[config.mk]
export PLATFORM = sky130hd
export DESIGN_NAME = if_fetch_ctrl
export DESIGN_NICKNAME = d
export VERILOG_FILES = /design/src/rtl/if_fetch_ctrl.sv
export SDC_FILE = /design/constraint.sdc
export NUM_CORES = 1
export LEC_CHECK = 0
export ABC_AREA = 1
export CORE_MARGIN = 10
export CORE_UTILIZATION = 48
export DETAILED_ROUTE_END_ITERATION = 10
export PLACE_DENSITY_LB_ADDON = 0.05
export SYNTH_ARGS = -nofsm -noshare
export SYNTH_HDL_FRONTEND = slang
export SYNTH_SLANG_ARGS = --single-unit
[constraint.sdc]
create_clock -name clk -period 9.7 [get_ports clk]
set_clock_uncertainty 0.15 [all_clocks]
set_input_delay 2.91 -clock clk [delete_from_list [all_inputs] [get_ports clk]]
set_output_delay 2.91 -clock clk [all_outputs]
set_load 0.02 [all_outputs]
[src/rtl/if_fetch_ctrl.sv]
// Instruction fetch controller: drives an SRAM-like instruction bus and
// delivers fetched words to the IF/ID register with one request in flight.
module if_fetch_ctrl #(
    parameter logic [31:0] RESET_PC = 32'hBFC0_0000
) (
    input  logic        clk,
    input  logic        reset,
    input  logic        stall,
    input  logic        redirect,
    input  logic [31:0] redirect_pc,
    input  logic        pred_take,
    input  logic [31:0] pred_target,
    output logic        inst_req,
    output logic [31:0] inst_addr,
    input  logic        inst_addr_ok,
    input  logic        inst_data_ok,
    input  logic [31:0] inst_rdata,
    output logic        if_inst_req,
    output logic [31:0] if_pc,
    output logic [31:0] if_inst,
    output logic        if_addr_error
);

    typedef enum logic [1:0] {
        S_REQ,
        S_WAIT,
        S_HOLD
    } state_t;

    state_t      state;
    logic [31:0] pc;
    logic [31:0] if_pc_q;
    logic [31:0] buffer;
    logic        cancel;
    logic        misaligned;

    assign misaligned = pc[1:0] != 2'b00;
    assign inst_addr  = pc;

    always_comb begin
        inst_req      = 1'b0;
        if_inst_req   = 1'b0;
        if_addr_error = 1'b0;
        if_inst       = 32'h0;
        if_pc         = if_pc_q;
        if (!reset) begin
            case (state)
                S_REQ: begin
                    // a misaligned pc is reported as a faulting slot, never fetched
                    if (misaligned) begin
                        if_pc = pc;
                        if (!redirect) begin
                            if_inst_req   = 1'b1;
                            if_addr_error = 1'b1;
                        end
                    end else begin
                        inst_req = !redirect;
                    end
                end
                S_WAIT: begin
                    if_inst     = inst_rdata;
                    if_inst_req = inst_data_ok && !cancel && !redirect;
                end
                S_HOLD: begin
                    if_inst     = buffer;
                    if_inst_req = !redirect;
                end
                default: begin
                end
            endcase
        end
    end

    always_ff @(posedge clk or posedge reset) begin
        if (reset) begin
            state   <= S_REQ;
            pc      <= RESET_PC;
            cancel  <= 1'b0;
            buffer  <= 32'h0;
            if_pc_q <= 32'h0;
        end else begin
            case (state)
                S_REQ: begin
                    if (redirect) begin
                        pc <= redirect_pc;
                    end else if (misaligned) begin
                        if (!stall) pc <= pc + 32'd4;
                    end else if (inst_addr_ok) begin
                        state   <= S_WAIT;
                        if_pc_q <= pc;
                        pc      <= pred_take ? pred_target : pc + 32'd4;
                    end
                end
                S_WAIT: begin
                    if (inst_data_ok) begin
                        if (cancel || redirect) begin
                            cancel <= 1'b0;
                            state  <= S_REQ;
                            if (redirect) pc <= redirect_pc;
                        end else if (stall) begin
                            state  <= S_HOLD;
                            buffer <= inst_rdata;
                        end else begin
                            state <= S_REQ;
                        end
                    end else if (redirect) begin
                        // the in-flight response belongs to the old path
                        cancel <= 1'b1;
                        pc     <= redirect_pc;
                    end
                end
                S_HOLD: begin
                    if (redirect) begin
                        state <= S_REQ;
                        pc    <= redirect_pc;
                    end else if (!stall) begin
                        state <= S_REQ;
                    end
                end
                default: state <= S_REQ;
            endcase
        end
    end

endmodule
==> results.py <==
metrics = {
    "run_status": {
        "status": "complete, no violations",
    },
    "logic_synthesis": {
        "syn-cell-area_um2": 6430,
        "synthFlopType": "dfrtp_1",
        "synth_top_family_by_area": "simple AND/OR/NAND/NOR gates",
        "synth_edf_count": 0,
        "synth_mux_area_share_pct": 4.38,
        "synth_area_per_cell_um2": 7.08,
        "syn_nets": 1017,
        "ys_seq_area_share_pct": 38.7,
        "synth_compound_area_share_pct": 15.2,
        "syn_inst": 908,
        "synthDistinctLibCells": 42,
        "synth-simple-area-share_pct": 30.9,
        "synth_seq_cells": 99,
        "postSynth.asyncResetShare_pct": 100,
        "synth_adder_area_share_pct": 1.17,
        "synth_xor_area_share_pct": 0.545,
        "yosys_warnings": 0,
    },
    "global_routing": {
        "grt_max_degree": 67,
        "grt_pass1_vias": 6070,
        "grt_pass1_wl_um": 32000,
        "grt_remaining_overflow": 0,
        "antenna_found_initial": 0,
        "grt_usage_pct": 21.5,
    },
    "pwr": {
        "cellLeakagePower_nw": 3.95,
        "p_seq_share_pct": 27.3,
        "power.density_nw_per_um2": 336,
        "swShare_pct": 48.1,
        "p_int_w": 0.00154,
        "p_comb_share_pct": 59.6,
        "p_switching_w": 0.00143,
        "power.share.clock_pct": 13.0,
        "ir_worst_vdd_mv": 0.231,
    },
    "cells_and_area": {
        "drive_gt1_share_pct": 11.9,
        "layout.cells.non_filler": 1264,
        "fill_cells": 1171,
        "final_cell_mix": "264 x nand2_1, 201 x clkdlybuf4s50_1, 106 x o21ai_0",
        "diodes": 0,
        "nets": 1192,
        "synthToLayoutAreaGrowth_pct": 37.2,
        "stdcell_area_um2": 8830,
        "final_common_cell": "nand2_1",
    },
    "sta": {
        "relSlewSlack_pct": 26.6,
        "report.final.setup_viol": 0,
        "slew_viol_final": 0,
        "hold_viol_final": 0,
        "hold_ws_ns": 0.324,
        "finalCritPeriodShare_pct": 87.5,
        "rsz0062_at_grt": "false",
        "min_period_ns": 8.49,
        "worst_pin_slew_ns": 1.10,
        "max_freq_mhz": 118,
        "tns_ns": 0,
    },
    "clocking": {
        "cts_hold_buf": 0,
        "cts_resized": 0,
        "cts_inserted_buffers": 9,
        "insertion_delay_ns": 0.36,
        "cts_sinks": 99,
        "clk_pin_slew_ns": 0.07,
        "cts_tree": "done",
        "clockBufferDepth": 2,
        "h-tree-depth": 3,
        "cts_root_buffer": "clkbuf_16",
        "cts_setup_buffers": 0,
    },
    "routing": {
        "drt-vias-per-instance": 5.03,
        "drc": 0,
        "num_vias": 6361,
        "detail-route-antenna-nets": 0,
        "firstDrtPassIters": 5,
        "avgRoutedWirePerCell_um": 15.9,
        "drtIter0Drc": 531,
        "routed_wl_um": 20100,
    },
    "floorplan": {
        "ios": 202,
        "die_w_um": 136,
        "die_area_um2": 18400,
        "coreArea_um2": 13200,
        "initial_utilization_pct": 48.8,
        "die_height_um": 136,
        "fp-row-count": 42,
    },
    "worst_setup_path": {
        "worst-setup-path-type": "in2out",
        "worst-path-max-fanout": 34,
        "crit_path_end_kind": "output pin",
        "startpoint_type": "input pin",
        "required_ns": 6.64,
        "cp.arrival_ns": 5.43,
    },
    "run": {
        "maxCapViolCount": 0,
    },
    "worst_hold_path": {
        "min_path_type": "reg2reg",
    },
    "placement": {
        "dp.cells": 1248,
        "post-dp-hpwl_um": 14800,
        "portBuffers": 201,
        "gp_congestion": 0.902,
        "dpl_cell_area_um2": 8510,
    },
}
## worst max-delay path, stage by stage
cell	delay, ns
clkdlybuf4s50_1	0.53
nor3_1	0.55
nor2_4	0.23
buf_4	0.29
o21ai_0	0.25
clkdlybuf4s50_1	0.66
## cell families after synthesis
family / after synthesis
AND/OR/NAND/NOR: 460
adder cells (fa/ha/maj): 6
buffers and inverters: 138
flip-flops: 99
multiplexers: 25
AO/OA/AOI/OAI: 176
XOR/XNOR: 4
## routing by layer
layer  track usage, %  up-vias  routed length [µm]
met5                0        -                   0
met4             3.71        0                 164
met3             7.49       11                1680
met2             34.9      190                9520
met1             27.3     2923                8700
li1                 -     3237                   -
## registers in the layout, indices dropped and copies added, names as in the netlist
name,flops
buffer,32
cancel,1
if_pc_q,32
inst_addr,32
state,2
## Yosys cell counts, types with 3 or more instances
master / count / area [µm²]
nand2_1: 265 / 995
o21ai_0: 106 / 531
nor2_1: 94 / 353
dfrtp_1: 90 / 2250
inv_1: 90 / 338
nand3_1: 48 / 240
a21oi_1: 39 / 195
mux2_2: 25 / 282
nor2_2: 24 / 150
clkbuf_1: 23 / 86.3
a21oi_2: 17 / 149
dfstp_2: 9 / 236
buf_2: 8 / 40.0
or2_2: 8 / 50.1
nor2_4: 7 / 78.8
ha_1: 6 / 75.1
o211ai_1: 6 / 45.0
buf_4: 5 / 37.5
xor2_1: 4 / 35.0
buf_1: 3 / 11.3
buf_6: 3 / 33.8
inv_2: 3 / 11.3
nand2_2: 3 / 18.8
## path summary, 6_finish.rpt
check                      startpoint            end  slack, ns  cells after the start
setup reg to reg             state[1]     buffer[21]       6.94                      6
hold reg to reg            if_pc_q[0]     if_pc_q[0]       0.32                      2
max in group asynchronous       reset  inst_addr[18]       5.20                      4
min in group asynchronous       reset      buffer[0]       2.99                      3
setup / recovery                reset      if_pc[17]       1.21                      6
hold / removal             if_pc_q[0]     if_pc_q[0]       0.32                      2
## power groups by stage
stage	registers [W]	clock network, W	logic (W)
3_3_place_gp	0.000812	0	0.00176
2_1_floorplan	0.000845	0	0.00108
4_1_cts	0.000808	0.000393	0.00178
5_1_grt	0.000840	0.000409	0.00195
3_5_place_dp	0.000812	0	0.00177
6_report	0.000809	0.000386	0.00177
## layout make-up
class                   count  area (µm²)  share of cell area, %
clock buffers               9         225                   2.55
clock inverters             7        92.6                   1.05
inverters                  94         355                   4.03
multi-input cells         671        3380                   38.3
flip-flops and latches     99        2490                   28.2
well taps                 176         220                   2.50
repair buffers            208        2060                   23.4
## per-stage QoR
| step | setup slack (ns) | util [%] | power (W) |
|---|---|---|---|
| after floorplan | 0.635 | - | 0.00192 |
| after global placement | 1.34 | 64.5 | 0.00257 |
| after detailed placement | 1.27 | 64.5 | 0.00259 |
| after CTS | 1.27 | 66.9 | 0.00298 |
| after global routing | 1.05 | 66.9 | 0.00320 |
| final | 1.21 | 66.9 | 0.00296 |
No activity file was read; power rests on OpenSTA's default activity.
